==> config.mk <==
export PLATFORM = sky130hd
export DESIGN_NAME = csa_accum_stream_flat
export DESIGN_NICKNAME = d
export VERILOG_FILES = /design/src/rtl/csa_pkg.sv /design/src/rtl/csa_accum_stream_if.sv /design/src/rtl/csa_row.sv /design/src/rtl/csa_accum_stream.sv /design/src/flat_wrapper.sv
export SDC_FILE = /design/constraint.sdc
export NUM_CORES = 1
export LEC_CHECK = 0
export CORE_ASPECT_RATIO = 1.1
export CORE_UTILIZATION = 40
export CTS_CLUSTER_DIAMETER = 40
export DETAILED_ROUTE_END_ITERATION = 8
export PLACE_DENSITY = 0.61
export RECOVER_POWER = 100
export SYNTH_ARGS = -nofsm -noshare
export SYNTH_HDL_FRONTEND = slang
export SYNTH_SLANG_ARGS = --single-unit
==> constraint.sdc <==
create_clock -name clk -period 2.1 [get_ports clk]
set_input_delay 0.42 -clock clk [delete_from_list [all_inputs] [get_ports clk]]
set_output_delay 0.42 -clock clk [all_outputs]
set_load 0.005 [all_outputs]
==> src/rtl/csa_pkg.sv <==
// Shared types and helpers for the carry-save streaming accumulator.
package csa_pkg;

  typedef enum logic [1:0] {
    ST_ACC     = 2'd0,
    ST_RESOLVE = 2'd1,
    ST_HOLD    = 2'd2
  } state_t;

  function automatic int csa_clog2(input int value);
    int result;
    int rem;
    result = 0;
    rem    = value - 1;
    while (rem > 0) begin
      result = result + 1;
      rem    = rem >> 1;
    end
    return result;
  endfunction

endpackage

==> src/rtl/csa_accum_stream_if.sv <==
// Operand input stream and result output stream of the accumulator.
interface csa_accum_stream_if
  import csa_pkg::*;
#(
  parameter int W         = 8,
  parameter int MAX_TERMS = 16
);
  localparam int ACC_W = W + csa_clog2(MAX_TERMS);
  localparam int CNT_W = csa_clog2(MAX_TERMS) + 1;

  logic             in_valid;
  logic             in_ready;
  logic [W-1:0]     in_data;
  logic             in_last;
  logic             out_valid;
  logic             out_ready;
  logic [ACC_W-1:0] out_sum;
  logic [CNT_W-1:0] out_count;
  logic             out_trunc;

  modport master (
    output in_valid, in_data, in_last, out_ready,
    input  in_ready, out_valid, out_sum, out_count, out_trunc
  );

  modport slave (
    input  in_valid, in_data, in_last, out_ready,
    output in_ready, out_valid, out_sum, out_count, out_trunc
  );

endinterface

==> src/rtl/csa_row.sv <==
// One row of full adders used as a 3:2 compressor; carry is returned unshifted.
module csa_row #(
  parameter int WIDTH = 12
) (
  input  logic [WIDTH-1:0] a,
  input  logic [WIDTH-1:0] b,
  input  logic [WIDTH-1:0] c,
  output logic [WIDTH-1:0] sum,
  output logic [WIDTH-1:0] carry
);

  for (genvar gi = 0; gi < WIDTH; gi++) begin : g_bit
    assign sum[gi]   = a[gi] ^ b[gi] ^ c[gi];
    assign carry[gi] = (a[gi] & b[gi]) | (a[gi] & c[gi]) | (b[gi] & c[gi]);
  end

endmodule

==> src/rtl/csa_accum_stream.sv <==
// Streaming multi-operand accumulator: per-beat carry-save fold, one
// carry-propagate add per packet.
module csa_accum_stream
  import csa_pkg::*;
#(
  parameter int W         = 8,
  parameter int MAX_TERMS = 16,
  parameter int SIGNED    = 0
) (
  input  logic               clk,
  input  logic               rst_n,
  csa_accum_stream_if.slave  bus
);

  localparam int ACC_W = W + csa_clog2(MAX_TERMS);
  localparam int CNT_W = csa_clog2(MAX_TERMS) + 1;

  state_t           state_reg;
  state_t           state_next;

  logic [ACC_W-1:0] sum_reg;
  logic [ACC_W-1:0] carry_reg;
  logic [CNT_W-1:0] cnt_reg;
  logic             trunc_reg;
  logic [ACC_W-1:0] out_sum_reg;
  logic [CNT_W-1:0] out_count_reg;
  logic             out_trunc_reg;

  logic [ACC_W-1:0] ext;
  logic [ACC_W-1:0] row_sum;
  logic [ACC_W-1:0] row_carry;
  logic             in_ready_c;
  logic             out_valid_c;
  logic             accept;
  logic             term_limit;
  logic             close;

  if (SIGNED != 0) begin : g_sext
    assign ext = {{(ACC_W-W){bus.in_data[W-1]}}, bus.in_data};
  end else begin : g_zext
    assign ext = {{(ACC_W-W){1'b0}}, bus.in_data};
  end

  csa_row #(
    .WIDTH (ACC_W)
  ) u_row (
    .a     (sum_reg),
    .b     (carry_reg),
    .c     (ext),
    .sum   (row_sum),
    .carry (row_carry)
  );

  assign accept     = bus.in_valid & in_ready_c;
  assign term_limit = (cnt_reg == CNT_W'(MAX_TERMS - 1));
  assign close      = accept & (bus.in_last | term_limit);

  always_ff @(posedge clk or negedge rst_n) begin
    if (!rst_n) begin
      state_reg <= ST_ACC;
    end else begin
      state_reg <= state_next;
    end
  end

  always_comb begin
    state_next = state_reg;
    case (state_reg)
      ST_ACC:     if (close) state_next = ST_RESOLVE;
      ST_RESOLVE: state_next = ST_HOLD;
      ST_HOLD:    if (bus.out_ready) state_next = ST_ACC;
      default:    state_next = ST_ACC;
    endcase
  end

  // Result is presented for exactly the cycles spent in HOLD.
  always_comb begin
    in_ready_c  = (state_reg == ST_ACC);
    out_valid_c = (state_reg == ST_HOLD);
  end

  always_ff @(posedge clk or negedge rst_n) begin
    if (!rst_n) begin
      sum_reg       <= '0;
      carry_reg     <= '0;
      cnt_reg       <= '0;
      trunc_reg     <= 1'b0;
      out_sum_reg   <= '0;
      out_count_reg <= '0;
      out_trunc_reg <= 1'b0;
    end else begin
      if (accept) begin
        sum_reg   <= row_sum;
        // Shift drops the top carry, so the accumulator wraps modulo 2^ACC_W.
        carry_reg <= row_carry << 1;
        cnt_reg   <= cnt_reg + CNT_W'(1);
        if (close) begin
          trunc_reg <= ~bus.in_last;
        end
      end
      if (state_reg == ST_RESOLVE) begin
        out_sum_reg   <= sum_reg + carry_reg;
        out_count_reg <= cnt_reg;
        out_trunc_reg <= trunc_reg;
        sum_reg       <= '0;
        carry_reg     <= '0;
        cnt_reg       <= '0;
      end
    end
  end

  assign bus.in_ready  = in_ready_c;
  assign bus.out_valid = out_valid_c;
  assign bus.out_sum   = out_sum_reg;
  assign bus.out_count = out_count_reg;
  assign bus.out_trunc = out_trunc_reg;

endmodule
==> src/flat_wrapper.sv <==
// flat-port wrapper written by rule: the top's interface ports become plain ports
module csa_accum_stream_flat import csa_pkg::*;
#(
  parameter int W         = 8,
  parameter int MAX_TERMS = 16,
  parameter int SIGNED    = 0
)
  (clk, rst_n, bus_in_valid, bus_in_data, bus_in_last, bus_out_ready, bus_in_ready, bus_out_valid, bus_out_sum, bus_out_count, bus_out_trunc);
  csa_accum_stream_if #(.W(W), .MAX_TERMS(MAX_TERMS)) bus_i ();
  input  logic clk;
  input  logic rst_n;
  input wire logic [$bits(bus_i.in_valid)-1:0] bus_in_valid;
  input wire logic [$bits(bus_i.in_data)-1:0] bus_in_data;
  input wire logic [$bits(bus_i.in_last)-1:0] bus_in_last;
  input wire logic [$bits(bus_i.out_ready)-1:0] bus_out_ready;
  output wire logic [$bits(bus_i.in_ready)-1:0] bus_in_ready;
  output wire logic [$bits(bus_i.out_valid)-1:0] bus_out_valid;
  output wire logic [$bits(bus_i.out_sum)-1:0] bus_out_sum;
  output wire logic [$bits(bus_i.out_count)-1:0] bus_out_count;
  output wire logic [$bits(bus_i.out_trunc)-1:0] bus_out_trunc;
  assign bus_i.in_valid = bus_in_valid;
  assign bus_i.in_data = bus_in_data;
  assign bus_i.in_last = bus_in_last;
  assign bus_i.out_ready = bus_out_ready;
  assign bus_in_ready = bus_i.in_ready;
  assign bus_out_valid = bus_i.out_valid;
  assign bus_out_sum = bus_i.out_sum;
  assign bus_out_count = bus_i.out_count;
  assign bus_out_trunc = bus_i.out_trunc;
  csa_accum_stream #(.W(W), .MAX_TERMS(MAX_TERMS), .SIGNED(SIGNED)) u_core (.clk(clk), .rst_n(rst_n), .bus(bus_i));
endmodule
==> summary.md <==
The run finished with clean final reports. The core area was 6231 um2. The commonest cells after synthesis are sky130_fd_sc_hd__nand2_1, sky130_fd_sc_hd__dfrtp_1, sky130_fd_sc_hd__o21ai_0. The clock tree skew after final layout is 0.01408 ns, and the filler cell count in the final layout is 622.

CTS saw 49 sinks. The later pin in the worst-skew pair is clocked with a latency of 0.31 ns. The worst path meets setup with 0.1837 ns of slack. The first routing iteration left 73 violations.

In the post-synthesis netlist, the cell with the most instances is sky130_fd_sc_hd__nand2_1. 0 antenna diodes ended up in the layout. The buffer and inverter count on the worst path was 2. Of the post-synthesis cell area, the dominant cell type holds 46.82%. After synthesis, the share of flip-flops with an asynchronous set or reset is 100.0%. In this run the clock root is driven by a sky130_fd_sc_hd__clkbuf_8. The slew of the pin with the lowest slew margin was 1.255 ns; the unique cell type count in the Yosys netlist was 38.

The first global-routing pass estimated 8749 um of wire. The logs give 33 for the number of primary I/O pins and 2619 um2 for the synthesized area. Among all flip-flop cells after synthesis, the most frequent one is sky130_fd_sc_hd__dfrtp_1.

Power per standard cell area: 1157 nW/um2. VDD sags by at most 0.4291 mV. Headroom to the max-slew limit came out at 16.33%. The H-tree depth was 2. Yosys mapped a number of flops with a built-in enable equal to 0. The synthesized netlist net count was 307; the total half-perimeter wirelength after legalization and detailed placement was 3431 um. The kind of critical path is reg2out. The floorplan step defined a die boundary enclosing 6875 um2. The count of max-cap constraint violations came out at 0.

Last weighted congestion value of the routability-driven placer: 0.7613. The tools report the arrival time of the worst setup path as 1.50 ns. The min-delay analysis places its worst path in the category in2async. The logs give 46.82% for the sequential element share of the synthesized area and 2 for the maximum clock insertion buffer count.

For this design, the slowest cell found on the critical path is sky130_fd_sc_hd__dlygate4sd3_1. The biggest area contributor in the post-synthesis netlist is sky130_fd_sc_hd__dfrtp_1. Entering global routing, the biggest net connects 50 pins.

Sort of element at the end of the critical path: a primary output. Final count of pins violating max slew: 0. The tools report the aggregate global-route resource usage as 16.20%. The worst setup timing slack at the placement stage came out at 0.1576 ns. By area the synthesized netlist is led by sky130_fd_sc_hd__dfrtp_1, sky130_fd_sc_hd__nand2_1, sky130_fd_sc_hd__o21ai_0. Summed over all cells, the static leakage comes to 1.476 nW. Of all nets on the critical path, the largest fanout is 4. The antenna violation net count after detailed routing was 0; the final-stage net count was 338.

For the sequential cell area, the log shows 1226 um2. The run gives 0 as the count of unresolved DRC violations after routing. The number of failing setup endpoints in the final timing report came out at 0. The run gives 273 as the synthesized instance count.

STA classifies the critical path startpoint as a flop. The routed layout has 1950 vias. The tools report the aggregate routed wire length as 4961 um.

For this run, the top clock speed supported by timing is 521.8 MHz. In this run the vertical extent of the chip is 86.86 um. Each instance of the synthesized netlist takes up on average 9.593 um2.

Family of cells with the greatest summed delay on the critical path: buffers and inverters. The clock period minus final worst setup slack was 1.916 ns. The first detailed-routing pass took 4 iterations.

Setup repair after global routing left no endpoint under its margin. The run gives 0 as the count of final hold-check violations. After detailed routing, the number of vias per cell comes to 5.065.

Initial antenna violation count: 0. The multi-input gate area in the final layout was 1269 um2. The fraction of layout cells with a size suffix above 1 is 9.508%. For the number of global-route vias before repair, the log shows 1860. Clock-pin slew was measured on the worst setup and hold paths at 0.10 ns. The number of warnings reported in the yosys synthesis log is 0, and the final routed wire length divided by cell count is 12.89 um. After layout, the worst path uses 91.25% of the clock period.

The leftover overflow at the end of global routing is 0, and the delay of the slowest cell on the worst path is 0.55 ns. For the worst setup path, the data required time is 1.68 ns. The die is 79.15 um wide. Synthesis inferred 49 register bits. Relative to the synthesized area, the layout overhead comes to 17.58%. Summed over all failing endpoints, the final setup total negative slack is 0 ns.

The run gives 30 as the cell row count. TritonCTS built the clock tree. The tools report the starting density of the core as 42.03%. Walking the worst path, the cells encountered are nand2b_1 -> inv_1 -> dlygate4sd3_1.

Buffers placed on the I/O ports in this run total 32. The number of clock buffers inserted by TritonCTS came out at 5. The total of hold buffers inserted after clock tree synthesis came out at 0.
==> final timing paths <==
path | startpoint | to | slack [ns] | cells after the start
hold / removal | rst_n | u_core.sum_reg[6]$_DFFE_PN0P_ | 0.43 | 2
setup reg to reg | u_core.carry_reg[1]$_DFFE_PN0P_ | u_core.bus.out_sum[9]$_DFFE_PN0P_ | 0.19 | 8
min in group clk | u_core.bus.out_trunc$_DFFE_PN0P_ | u_core.bus.out_trunc$_DFFE_PN0P_ | 0.48 | 2
setup / recovery | u_core.state_reg[0]$_DFFE_PN0P_ | bus_out_valid | 0.18 | 3
max in group asynchronous | rst_n | u_core.sum_reg[7]$_DFFE_PN0P_ | 0.88 | 2
hold reg to reg | u_core.bus.out_trunc$_DFFE_PN0P_ | u_core.bus.out_trunc$_DFFE_PN0P_ | 0.48 | 2
==> cell usage in the layout, fill, tap and decap left out, types with 2 or more instances in the layout <==
master                            count
sky130_fd_sc_hd__xnor2_1              2
sky130_fd_sc_hd__xor2_1               3
sky130_fd_sc_hd__dfrtp_1             49
sky130_fd_sc_hd__fa_1                 8
sky130_fd_sc_hd__clkbuf_1             2
sky130_fd_sc_hd__nand2b_1             2
sky130_fd_sc_hd__clkbuf_2             3
sky130_fd_sc_hd__o31ai_2              2
sky130_fd_sc_hd__nand2_1             81
sky130_fd_sc_hd__a21oi_1              9
sky130_fd_sc_hd__a31o_2               2
sky130_fd_sc_hd__clkbuf_8             5
sky130_fd_sc_hd__nor3_1               3
sky130_fd_sc_hd__a22oi_1              2
sky130_fd_sc_hd__buf_4                2
sky130_fd_sc_hd__inv_1                5
sky130_fd_sc_hd__mux2i_1              2
sky130_fd_sc_hd__and3_1               2
sky130_fd_sc_hd__o211ai_2             2
sky130_fd_sc_hd__nand3_1              5
sky130_fd_sc_hd__nor2_1               9
sky130_fd_sc_hd__ha_1                13
sky130_fd_sc_hd__clkdlybuf4s50_1     11
sky130_fd_sc_hd__nand4_1              3
sky130_fd_sc_hd__o21ai_0             37
sky130_fd_sc_hd__dlygate4sd3_1       20
==> repair_timing <==
action / 4_1_cts / 5_1_grt
buffers inserted: 0 / 2
endpoints found under the setup margin: 0 / 1
gates resized for setup: 0 / 1
hold endpoints to repair: 0 / 0
==> where the power goes <==
| group | leakage, nW | internal (W) | switching (W) |
|---|---|---|---|
| Combinational | 0.772 | 0.000648 | 0.000743 |
| Clock | 0.0585 | 0.000357 | 0.000333 |
| Sequential | 0.646 | 0.00125 | 0.000235 |
| Total | 1.48 | 0.00225 | 0.00131 |
==> per-layer routing <==
metal	vias to the layer above	track usage, %	routed length (um)	part of all wire, %
met2	32	27.27	2390	48
met1	932	20.88	2356	47
met5	-	0	0	0
met4	0	5.455	65	1.3
li1	981	-	-	-
met3	5	3.141	149	3.0
==> through the flow <==
step / total power (W) / instance area, um2 / instances / hold slack, ns / util (%)
after floorplan: 0.002433 / 2619 / 273 / 0.1244 / -
after global placement: 0.002907 / 2962 / 375 / 0.4613 / 47.53
after detailed placement: 0.002936 / 2962 / 375 / 0.4615 / 47.53
after CTS: 0.003644 / 3074 / 383 / 0.2341 / 49.34
after global routing: 0.003895 / 3079 / 385 / 0.5022 / 49.42
final: 0.003563 / 3079 / 385 / 0.4347 / 49.42
==> cells by family after synthesis <==
kind of cell	share of synthesized area (%)
AO/OA/AOI/OAI	15.39
XOR/XNOR	1.673
adder cells (fa/ha/maj)	12.33
buffers and inverters	5.016
flip-flops	46.82
multiplexers	0.7645
AND/OR/NAND/NOR	18.01
==> worst register-to-register path: stages, from the launching register on <==
cell,delay (ns)
sky130_fd_sc_hd__dfrtp_1,0.39
sky130_fd_sc_hd__ha_1,0.18
sky130_fd_sc_hd__inv_1,0.05
sky130_fd_sc_hd__fa_1,0.40
sky130_fd_sc_hd__nand2b_4,0.18
sky130_fd_sc_hd__a21oi_4,0.18
sky130_fd_sc_hd__o211ai_2,0.11
sky130_fd_sc_hd__mux2i_1,0.16
sky130_fd_sc_hd__o311ai_1,0.11
==> final cells by class <==
type	instances	share of cell area, %
multi-input combinational	204	41.20
clock buffer	5	2.235
clock inverter	3	1.422
tap	80	3.251
inverter	5	0.6095
sequential	49	39.82
timing repair buffer	39	11.46
(Power assumes the default switching activity.)
==> patch: new RTL, same settings <==
`W` is set to 8 in 3 places; all go to 9.
--- a/src/rtl/csa_accum_stream_if.sv
+++ b/src/rtl/csa_accum_stream_if.sv
@@ -4,3 +4,3 @@
 #(
-  parameter int W         = 8,
+  parameter int W         = 9,
   parameter int MAX_TERMS = 16
--- a/src/rtl/csa_accum_stream.sv
+++ b/src/rtl/csa_accum_stream.sv
@@ -5,3 +5,3 @@
 #(
-  parameter int W         = 8,
+  parameter int W         = 9,
   parameter int MAX_TERMS = 16,
--- a/src/flat_wrapper.sv
+++ b/src/flat_wrapper.sv
@@ -3,3 +3,3 @@
 #(
-  parameter int W         = 8,
+  parameter int W         = 9,
   parameter int MAX_TERMS = 16,
Interface: changed (resized bus_in_data and bus_out_sum); port bits go from 33 to 35. The function was not compared with the original's and may differ.
==> patch against the original RTL <==
- first-iteration DRC count rose by 53%
- sequential cell count up 3
- wire length rose by 6.2%
- synthesized cell count increased by 5.1%
- cell count is 4.7% higher
- setup slack lost 0.025 ns
- clock skew is 0.0085 ns lower
- power increased by 4.1%
- synthesized area is 4.0% higher
- final area up 4.4%
- critical endpoint is now bus_in_ready
==> patch: results (changes against the original RTL) <==
| Metric | Value |
|---|---|
| DR WL met3 | `184 µm (+23%)` |
| Clk pwr | `605 µW (-12%)` |
| Fraction of layout cells with a size suffix above 1 | `6.54% (-3.0 points)` |
| Cell Area, Placed | `3160 µm² (+6.5%)` |
| Met1 Resource Use GR | `22.9% (+2.0 points)` |
| Global-route wire length before repair | `9150 µm (+4.6%)` |
| GR Layer Usage met3 | `3.30% (+0.16 points)` |
| Post-synth top cells | `nand2_1, dfrtp_1, o21ai_0` |
| Post-synthesis adder-cell area fraction | `13.0% (+0.72 points)` |
| Non-clk bufs | `41 (+5.1%)` |
| Switch share | `37.7% (+0.91 points)` |
| Final Skew | `0.00557 ns (-0.00852 ns)` |
| Mapped Nets | `324 (+5.5%)` |
| Syn avg cell area | `9.49 µm² (-1.1%)` |
| Xor and xnor area share after synthesis | `2.89% (+1.2 points)` |
| Worst vdd ir | `0.000522 V (+22%)` |
| Multi-input logic area | `1320 µm² (+4.2%)` |
| Vias in the first global route | `1,951 (+4.9%)` |
| Met2 Use GR | `27.4% (+0.15 points)` |
| Comb group | `1530 µW (+10%)` |
| Final hold slack | `0.470 ns (+0.0354 ns)` |
| Drt total wl | `5270 µm (+6.2%)` |
| Gr usage total | `16.8% (+0.65 points)` |
| Sequential area share after synthesis | `47.8% (+0.95 points)` |
| Leak Pwr | `0.00153 µW (+4.0%)` |
| Dpl ws | `0.197 ns (+0.0391 ns)` |
| Status | `finished, final reports clean` |
| Largest cells by area after synthesis | `dfrtp_1, nand2_1, o21ai_0` |
| Largest net degree at the start of global routing | `53 (+6.0%)` |
| Vias per cell | `4.97 (-2.0%)` |
[patch: worst max-delay path: stages, from the launching register on]
cell and delay (ns):
dfrtp_1 0.42, nor2_1 0.25, clkdlybuf4s50_1 0.55
[patch: how the worst max path moves through the flow]
stage                               startpoint                                  to  slack (ns)
2_1_floorplan  u_core.carry_reg[1]$_DFFE_PN0P_  u_core.bus.out_sum[11]$_DFFE_PN0P_        0.35
3_3_place_gp   u_core.carry_reg[1]$_DFFE_PN0P_  u_core.bus.out_sum[11]$_DFFE_PN0P_        0.28
3_5_place_dp   u_core.carry_reg[1]$_DFFE_PN0P_  u_core.bus.out_sum[11]$_DFFE_PN0P_        0.20
4_1_cts        u_core.carry_reg[1]$_DFFE_PN0P_  u_core.bus.out_sum[11]$_DFFE_PN0P_        0.16
5_1_grt        u_core.carry_reg[1]$_DFFE_PN0P_  u_core.bus.out_sum[11]$_DFFE_PN0P_       0.005
6_report       u_core.state_reg[0]$_DFFE_PN0P_                        bus_in_ready        0.16
